===== src/rtl/adventure_game_inventory_if.sv =====
// Bundles the inventory tracker's game-side request/status signals.
// Carries no state; latency is set entirely by the attached tracker.
// No backpressure: requests are single-cycle and always answered.
//
// Signals (master = game/room FSM side, slave = inventory tracker):
//   start          game active; low clears the tracker on the next edge
//   room_locate_r  current room code, qualified by room_valid
//   use_req        one-cycle request to use item use_idx
//   use_ack/nack   one-cycle registered answer to use_req
//   held/spent     per-item status vectors
//   held_count     number of items currently held
//   pickup_pulse   per-item one-cycle pickup strobe
interface adventure_game_inventory_if #(
    parameter int ROOM_W    = 3,
    parameter int NUM_ITEMS = 4,
    parameter int IDX_W     = (NUM_ITEMS > 1) ? $clog2(NUM_ITEMS) : 1,
    parameter int CNT_W     = $clog2(NUM_ITEMS + 1)
);
    logic                 start;
    logic [ROOM_W-1:0]    room_locate_r;
    logic                 room_valid;
    logic                 use_req;
    logic [IDX_W-1:0]     use_idx;
    logic                 use_ack;
    logic                 use_nack;
    logic [NUM_ITEMS-1:0] held;
    logic [NUM_ITEMS-1:0] spent;
    logic [CNT_W-1:0]     held_count;
    logic [NUM_ITEMS-1:0] pickup_pulse;

    modport master (
        output start,
        output room_locate_r,
        output room_valid,
        output use_req,
        output use_idx,
        input  use_ack,
        input  use_nack,
        input  held,
        input  spent,
        input  held_count,
        input  pickup_pulse
    );

    modport slave (
        input  start,
        input  room_locate_r,
        input  room_valid,
        input  use_req,
        input  use_idx,
        output use_ack,
        output use_nack,
        output held,
        output spent,
        output held_count,
        output pickup_pulse
    );
endinterface


===== src/rtl/adventure_game_inventory.sv =====
// Inventory tracker: NUM_ITEMS objects, each picked up in a fixed room, used USES times, then spent.
// Latency: every output is registered, one cycle after the inputs it reflects.
// No backpressure: each use_req gets exactly one ack or nack pulse the following cycle.
//
// Ports:
//   clk    rising-edge clock
//   reset  asynchronous active-high clear of all state
//   bus    slave side of adventure_game_inventory_if (start, room, use request in;
//          ack/nack, held, spent, held_count, pickup_pulse out)
module adventure_game_inventory #(
    parameter int                          ROOM_W     = 3,
    parameter int                          NUM_ITEMS  = 4,
    parameter logic [NUM_ITEMS*ROOM_W-1:0] ITEM_ROOMS = {3'd6, 3'd5, 3'd4, 3'd3},
    parameter int                          USES       = 1,
    parameter int                          MAX_HELD   = 2,
    parameter int                          IDX_W      = (NUM_ITEMS > 1) ? $clog2(NUM_ITEMS) : 1,
    parameter int                          CNT_W      = $clog2(NUM_ITEMS + 1)
) (
    input  logic                      clk,
    input  logic                      reset,
    adventure_game_inventory_if.slave bus
);

    // Remaining-use counter width; wide enough to hold USES itself.
    localparam int UC_W = $clog2(USES + 1);

    typedef enum logic [1:0] {
        ST_ABSENT = 2'd0,
        ST_HELD   = 2'd1,
        ST_SPENT  = 2'd2
    } item_state_t;

    item_state_t          state_q [NUM_ITEMS];
    item_state_t          state_d [NUM_ITEMS];
    logic [UC_W-1:0]      uses_q  [NUM_ITEMS];
    logic [UC_W-1:0]      uses_d  [NUM_ITEMS];

    logic [NUM_ITEMS-1:0] held_q,  held_d;
    logic [NUM_ITEMS-1:0] spent_q, spent_d;
    logic [NUM_ITEMS-1:0] pulse_q, pulse_d;
    logic [CNT_W-1:0]     count_q, count_d;
    logic                 ack_q,   ack_d;
    logic                 nack_q,  nack_d;

    // Pickups granted so far this cycle, scanned in ascending item order.
    int                   granted;

    always_ff @(posedge clk or posedge reset) begin
        if (reset) begin
            for (int i = 0; i < NUM_ITEMS; i++) begin
                state_q[i] <= ST_ABSENT;
                uses_q[i]  <= UC_W'(USES);
            end
            held_q  <= '0;
            spent_q <= '0;
            pulse_q <= '0;
            count_q <= '0;
            ack_q   <= 1'b0;
            nack_q  <= 1'b0;
        end else begin
            for (int i = 0; i < NUM_ITEMS; i++) begin
                state_q[i] <= state_d[i];
                uses_q[i]  <= uses_d[i];
            end
            held_q  <= held_d;
            spent_q <= spent_d;
            pulse_q <= pulse_d;
            count_q <= count_d;
            ack_q   <= ack_d;
            nack_q  <= nack_d;
        end
    end

    always_comb begin
        for (int i = 0; i < NUM_ITEMS; i++) begin
            state_d[i] = state_q[i];
            uses_d[i]  = uses_q[i];
        end
        pulse_d = '0;
        ack_d   = 1'b0;
        nack_d  = 1'b0;
        granted = 0;
        held_d  = '0;
        spent_d = '0;
        count_d = '0;

        if (!bus.start) begin
            // Game idle: return every item to its room with full uses.
            for (int i = 0; i < NUM_ITEMS; i++) begin
                state_d[i] = ST_ABSENT;
                uses_d[i]  = UC_W'(USES);
            end
        end else begin
            // Pickup eligibility and the carry limit look only at pre-edge state,
            // so a slot freed by a use this cycle is not reusable until next cycle.
            if (bus.room_valid) begin
                for (int i = 0; i < NUM_ITEMS; i++) begin
                    if (state_q[i] == ST_ABSENT &&
                        bus.room_locate_r == ITEM_ROOMS[i*ROOM_W +: ROOM_W] &&
                        (int'(count_q) + granted) < MAX_HELD) begin
                        state_d[i] = ST_HELD;
                        pulse_d[i] = 1'b1;
                        granted    = granted + 1;
                    end
                end
            end

            // Only an item already HELD before this edge can be used, so an item
            // being picked up this cycle is refused. An out-of-range index matches
            // no item and falls through to nack.
            if (bus.use_req) begin
                nack_d = 1'b1;
                for (int i = 0; i < NUM_ITEMS; i++) begin
                    if (bus.use_idx == IDX_W'(i) && state_q[i] == ST_HELD) begin
                        ack_d  = 1'b1;
                        nack_d = 1'b0;
                        if (uses_q[i] == UC_W'(1)) begin
                            state_d[i] = ST_SPENT;
                            uses_d[i]  = '0;
                        end else begin
                            uses_d[i] = uses_q[i] - UC_W'(1);
                        end
                    end
                end
            end
        end

        // Status vectors are registered copies of the next state so every
        // output comes straight from a flop.
        for (int i = 0; i < NUM_ITEMS; i++) begin
            held_d[i]  = (state_d[i] == ST_HELD);
            spent_d[i] = (state_d[i] == ST_SPENT);
            count_d    = count_d + CNT_W'(held_d[i]);
        end
    end

    assign bus.use_ack      = ack_q;
    assign bus.use_nack     = nack_q;
    assign bus.held         = held_q;
    assign bus.spent        = spent_q;
    assign bus.held_count   = count_q;
    assign bus.pickup_pulse = pulse_q;

endmodule


===== src/flat_wrapper.sv =====
// flat-port wrapper written by rule: the top's interface ports become plain ports
module adventure_game_inventory_flat 
#(
    parameter int                          ROOM_W     = 3,
    parameter int                          NUM_ITEMS  = 4,
    parameter logic [NUM_ITEMS*ROOM_W-1:0] ITEM_ROOMS = {3'd6, 3'd5, 3'd4, 3'd3},
    parameter int                          USES       = 1,
    parameter int                          MAX_HELD   = 2,
    parameter int                          IDX_W      = (NUM_ITEMS > 1) ? $clog2(NUM_ITEMS) : 1,
    parameter int                          CNT_W      = $clog2(NUM_ITEMS + 1)
)
  (clk, reset, bus_start, bus_room_locate_r, bus_room_valid, bus_use_req, bus_use_idx, bus_use_ack, bus_use_nack, bus_held, bus_spent, bus_held_count, bus_pickup_pulse);
  adventure_game_inventory_if #(.ROOM_W(ROOM_W), .NUM_ITEMS(NUM_ITEMS), .IDX_W(IDX_W), .CNT_W(CNT_W)) bus_i ();
  input  logic clk;
  input  logic reset;
  input wire logic [$bits(bus_i.start)-1:0] bus_start;
  input wire logic [$bits(bus_i.room_locate_r)-1:0] bus_room_locate_r;
  input wire logic [$bits(bus_i.room_valid)-1:0] bus_room_valid;
  input wire logic [$bits(bus_i.use_req)-1:0] bus_use_req;
  input wire logic [$bits(bus_i.use_idx)-1:0] bus_use_idx;
  output wire logic [$bits(bus_i.use_ack)-1:0] bus_use_ack;
  output wire logic [$bits(bus_i.use_nack)-1:0] bus_use_nack;
  output wire logic [$bits(bus_i.held)-1:0] bus_held;
  output wire logic [$bits(bus_i.spent)-1:0] bus_spent;
  output wire logic [$bits(bus_i.held_count)-1:0] bus_held_count;
  output wire logic [$bits(bus_i.pickup_pulse)-1:0] bus_pickup_pulse;
  assign bus_i.start = bus_start;
  assign bus_i.room_locate_r = bus_room_locate_r;
  assign bus_i.room_valid = bus_room_valid;
  assign bus_i.use_req = bus_use_req;
  assign bus_i.use_idx = bus_use_idx;
  assign bus_use_ack = bus_i.use_ack;
  assign bus_use_nack = bus_i.use_nack;
  assign bus_held = bus_i.held;
  assign bus_spent = bus_i.spent;
  assign bus_held_count = bus_i.held_count;
  assign bus_pickup_pulse = bus_i.pickup_pulse;
  adventure_game_inventory #(.ROOM_W(ROOM_W), .NUM_ITEMS(NUM_ITEMS), .ITEM_ROOMS(ITEM_ROOMS), .USES(USES), .MAX_HELD(MAX_HELD), .IDX_W(IDX_W), .CNT_W(CNT_W)) u_core (.clk(clk), .reset(reset), .bus(bus_i));
endmodule

===== config.mk =====
export PLATFORM = sky130hd
export DESIGN_NAME = adventure_game_inventory_flat
export DESIGN_NICKNAME = d
export VERILOG_FILES = /design/src/rtl/adventure_game_inventory_if.sv /design/src/rtl/adventure_game_inventory.sv /design/src/flat_wrapper.sv
export SDC_FILE = /design/constraint.sdc
export NUM_CORES = 1
export LEC_CHECK = 0
export BUFFER_PORTS_ARGS = -buffer_cell sky130_fd_sc_hd__buf_2
export CAP_MARGIN = 20
export CELL_PAD_IN_SITES_DETAIL_PLACEMENT = 2
export CELL_PAD_IN_SITES_GLOBAL_PLACEMENT = 2
export CORE_MARGIN = 2
export CORE_UTILIZATION = 38
export DETAILED_ROUTE_END_ITERATION = 12
export PLACE_DENSITY_LB_ADDON = 0.1
export SLEW_MARGIN = 25
export SYNTH_ARGS = -nofsm -noshare
export SYNTH_HDL_FRONTEND = slang
export SYNTH_SLANG_ARGS = --single-unit

===== constraint.sdc =====
create_clock -name clk -period 8.5 [get_ports clk]
set_clock_uncertainty 0.2 [all_clocks]
set_input_delay 1.7 -clock clk [delete_from_list [all_inputs] [get_ports clk]]
set_output_delay 1.7 -clock clk [all_outputs]
set_load 0.01 [all_outputs]

==> impl_metrics.env <==
export IMPL_synth_net_count=161
export IMPL_die_h_um=67.6
export IMPL_rsz0062_at_grt="no"
export IMPL_yosys_warnings=0
export IMPL_start_kind="input pin"
export IMPL_finalCritPeriodShare=0.908
export IMPL_dr_pass1_iters=4
export IMPL_via_per_inst=5.23
export IMPL_clkLatencyLatePin_ps=290
export IMPL_vias=1166
export IMPL_track_usage=0.196
export IMPL_status="finished clean"
export IMPL_diodes=0
export IMPL_tns_ps=0
export IMPL_layout_min_cycle_time_ps=7720
export IMPL_dieWidth_um=67.6
export IMPL_grt_overflow_total=0
export IMPL_clkTransAtPathRegs_ps=70
export IMPL_cts_hold_buf=0
export IMPL_hold_viol=0
export IMPL_grt_max_degree=30
export IMPL_max_cap_violations=0
export IMPL_postRouteAntennaNets=0
export IMPL_num_nets_final=193
export IMPL_worst_ep_arrival_time_ps=7690
export IMPL_synth_area_per_cell_um2=11.0
export IMPL_core_um2=3940
export IMPL_path_max_fanout=7
export IMPL_synthFlopType="dfrtp_1"
export IMPL_drtIter0Drc=37
export IMPL_critPathMaxStageDelay_ps=620
export IMPL_cts_buffers=5
export IMPL_ys_async_sr_fraction=1.00
export IMPL_synth_edf_count=0
export IMPL_tritoncts="built"
export IMPL_leakagePower_nw=0.941
export IMPL_route_final_wire_length_um=3910
export IMPL_hold_slack_ps=349
export IMPL_critical_path_buf_inv_count=3
export IMPL_ios=27
export IMPL_antenna_found_initial=0
export IMPL_postSynthCellCount=140
export IMPL_cts_path_max_buffers=2
export IMPL_initial_core_util=0.390
export IMPL_grt_pass1_vias=1275
export IMPL_clock_sinks=29
export IMPL_die_area_um2=4580
export IMPL_grt_pass1_wl_um=6290
export IMPL_slew_violations=0
export IMPL_h_tree_depth=2
export IMPL_cts_resized_gates=0
export IMPL_cp_required_ps=8470
export IMPL_power_density_nw_per_um2=186
export IMPL_max_freq_mhz=130
export IMPL_ys_seq_elements=29
export IMPL_hpwl_um=2850
export IMPL_cp_cell_sequence="buf_2 -> nor4bb_1 -> and3_1 -> ha_1 -> nor4_1 -> nand3b_1 -> inv_1 -> ha_1 -> nand2_1 -> fa_1 -> a311o_2 -> a2111oi_4 -> xor2_2 -> nand2_1 -> fa_1 -> nor4bb_1 -> o211a_1 -> o211ai_1 -> a311o_1 -> fa_1 -> inv_1 -> ha_1"
export IMPL_crit_family="adder cells"
export IMPL_remaining_drc_errors=0
export IMPL_ir_drop_v=0.000114
export IMPL_drive_gt1_frac=0.272
export IMPL_slowest_stage="a2111oi_4"
export IMPL_mostFrequentLayoutCells="26 x buf_2, 25 x dfrtp_1, 11 x inv_1, 11 x nand2_1"
export IMPL_postCtsSetupRepairBufs=0
export IMPL_io_buffers=26
export IMPL_gp_congestion=0.842
export IMPL_max_slew_margin=0.587
export IMPL_end_kind="flip-flop"
export IMPL_netlist_top_cells_area="dfrtp_1 41%, dfstp_2 6.8%, ha_1 6.5%"
export IMPL_area_growth_pct=21.2
export IMPL_row_count=23
export IMPL_routedWlPerCell_um=17.5
export IMPL_setup_violations=0
export IMPL_synth_top_area_frac=0.407
export IMPL_hp_class="flip-flop to flip-flop"
export IMPL_tightestPinTransition_ps=614
export IMPL_layout_commonest_cell="buf_2"
export IMPL_yosys_area_top_type="dfrtp_1"
export IMPL_cts_root_buf="clkbuf_8"
export IMPL_seq_area_frac_synth=0.475
export IMPL_synth_cell_type_count=42
export IMPL_worstSetupPathType="input pin to flip-flop"
export IMPL_syn_cell_area_um2=1540
## area by class of cell
class	instances	area, um2
sequential	29	731
multi-input combinational	98	759
fill	419	2080
tap	50	62.6
inverter	11	41.3
timing repair buffer	27	138
clock inverter	3	65.1
clock buffer	5	68.8
## per-stage QoR
| step | utilization | cells | instance area (um2) | power (mW) | setup slack (ps) |
|---|---|---|---|---|---|
| after floorplan | - | 140 | 1540 | 0.166 | 1480 |
| after global placement | 0.439 | 215 | 1730 | 0.177 | 861 |
| after detailed placement | 0.439 | 215 | 1730 | 0.179 | 566 |
| after CTS | 0.473 | 223 | 1870 | 0.353 | 837 |
| after global routing | 0.473 | 223 | 1870 | 0.363 | 433 |
| final | 0.473 | 223 | 1870 | 0.347 | 783 |
## kinds of logic (layout without fill, tap and decap cells)
family,Yosys count,after routing,synth area share
AOI/OAI and AO/OA,24,24,0.129
xor gates and xnor gates,3,3,0.0220
DFF,29,29,0.475
muxes,1,1,0.0146
adders and majority gates,11,11,0.104
buffers and inverters,13,46,0.0317
and+or+nand+nor,59,59,0.224
## metal layers
| layer | vias up | share of wire | global-route usage |
|---|---|---|---|
| met5 | - | 0 | 0 |
| met4 | 0 | 0.014 | 0.0765 |
| met3 | 7 | 0.038 | 0.0600 |
| met2 | 21 | 0.52 | 0.333 |
| met1 | 584 | 0.43 | 0.231 |
| li1 | 554 | - | - |
## report_power, final
| group | internal (mW) | switching, mW | total (mW) |
|---|---|---|---|
| clock network | 0.116 | 0.0547 | 0.171 |
| registers | 0.141 | 0.00361 | 0.145 |
| logic | 0.0122 | 0.0189 | 0.0310 |
## cells in the mapped netlist, drive strengths merged, types with 3 or more instances
cell	n
fa	3
a21boi	4
nand2b	5
o21a	4
nor4bb	3
nand2	11
ha	8
and3	5
nor2b	9
a21oi	3
nor3b	3
inv	11
dfrtp	25
nor3	3
nor2	9
dfstp	4
## worst reg2reg max path: stages (launching register included)
cell       delay [ps]
dfrtp_1           430
nor4bb_1          490
and3_1            240
ha_1              220
nor4_1            220
nand3b_1          180
inv_1             120
ha_1              220
nand2_1           100
fa_1              400
a311o_2           390
a2111oi_4         620
xor2_2            290
nand2_1           110
fa_1              500
nor4bb_1          310
o211a_1           220
o211ai_1          140
a311o_1           420
fa_1              400
inv_1              70
ha_1              220
## path summary, 6_finish.rpt
kind	from	endpoint	slack [ps]	cells past startpoint
max reg2reg	u_core.state_q[6]	u_core.bus.held_count[1]	1880	21
min reg2reg	u_core.uses_q[2]	u_core.uses_q[2]	350	2
max	bus_room_locate_r[0]	u_core.bus.held_count[1]	780	22
max in group asynchronous	reset	u_core.uses_q[3]	6520	3
min	u_core.uses_q[2]	u_core.uses_q[2]	350	2
min in group asynchronous	reset	u_core.bus.use_ack	1280	3
## state kept, by name (all words and copies together), names as in the netlist
| register | cells |
|---|---|
| u_core.bus.held | 4 |
| u_core.bus.spent | 4 |
| u_core.bus.pickup_pulse | 4 |
| u_core.bus.use_nack | 1 |
| u_core.bus.held_count | 3 |
| u_core.state_q | 8 |
| u_core.uses_q | 4 |
| u_core.bus.use_ack | 1 |
(Power assumes the default switching activity.)
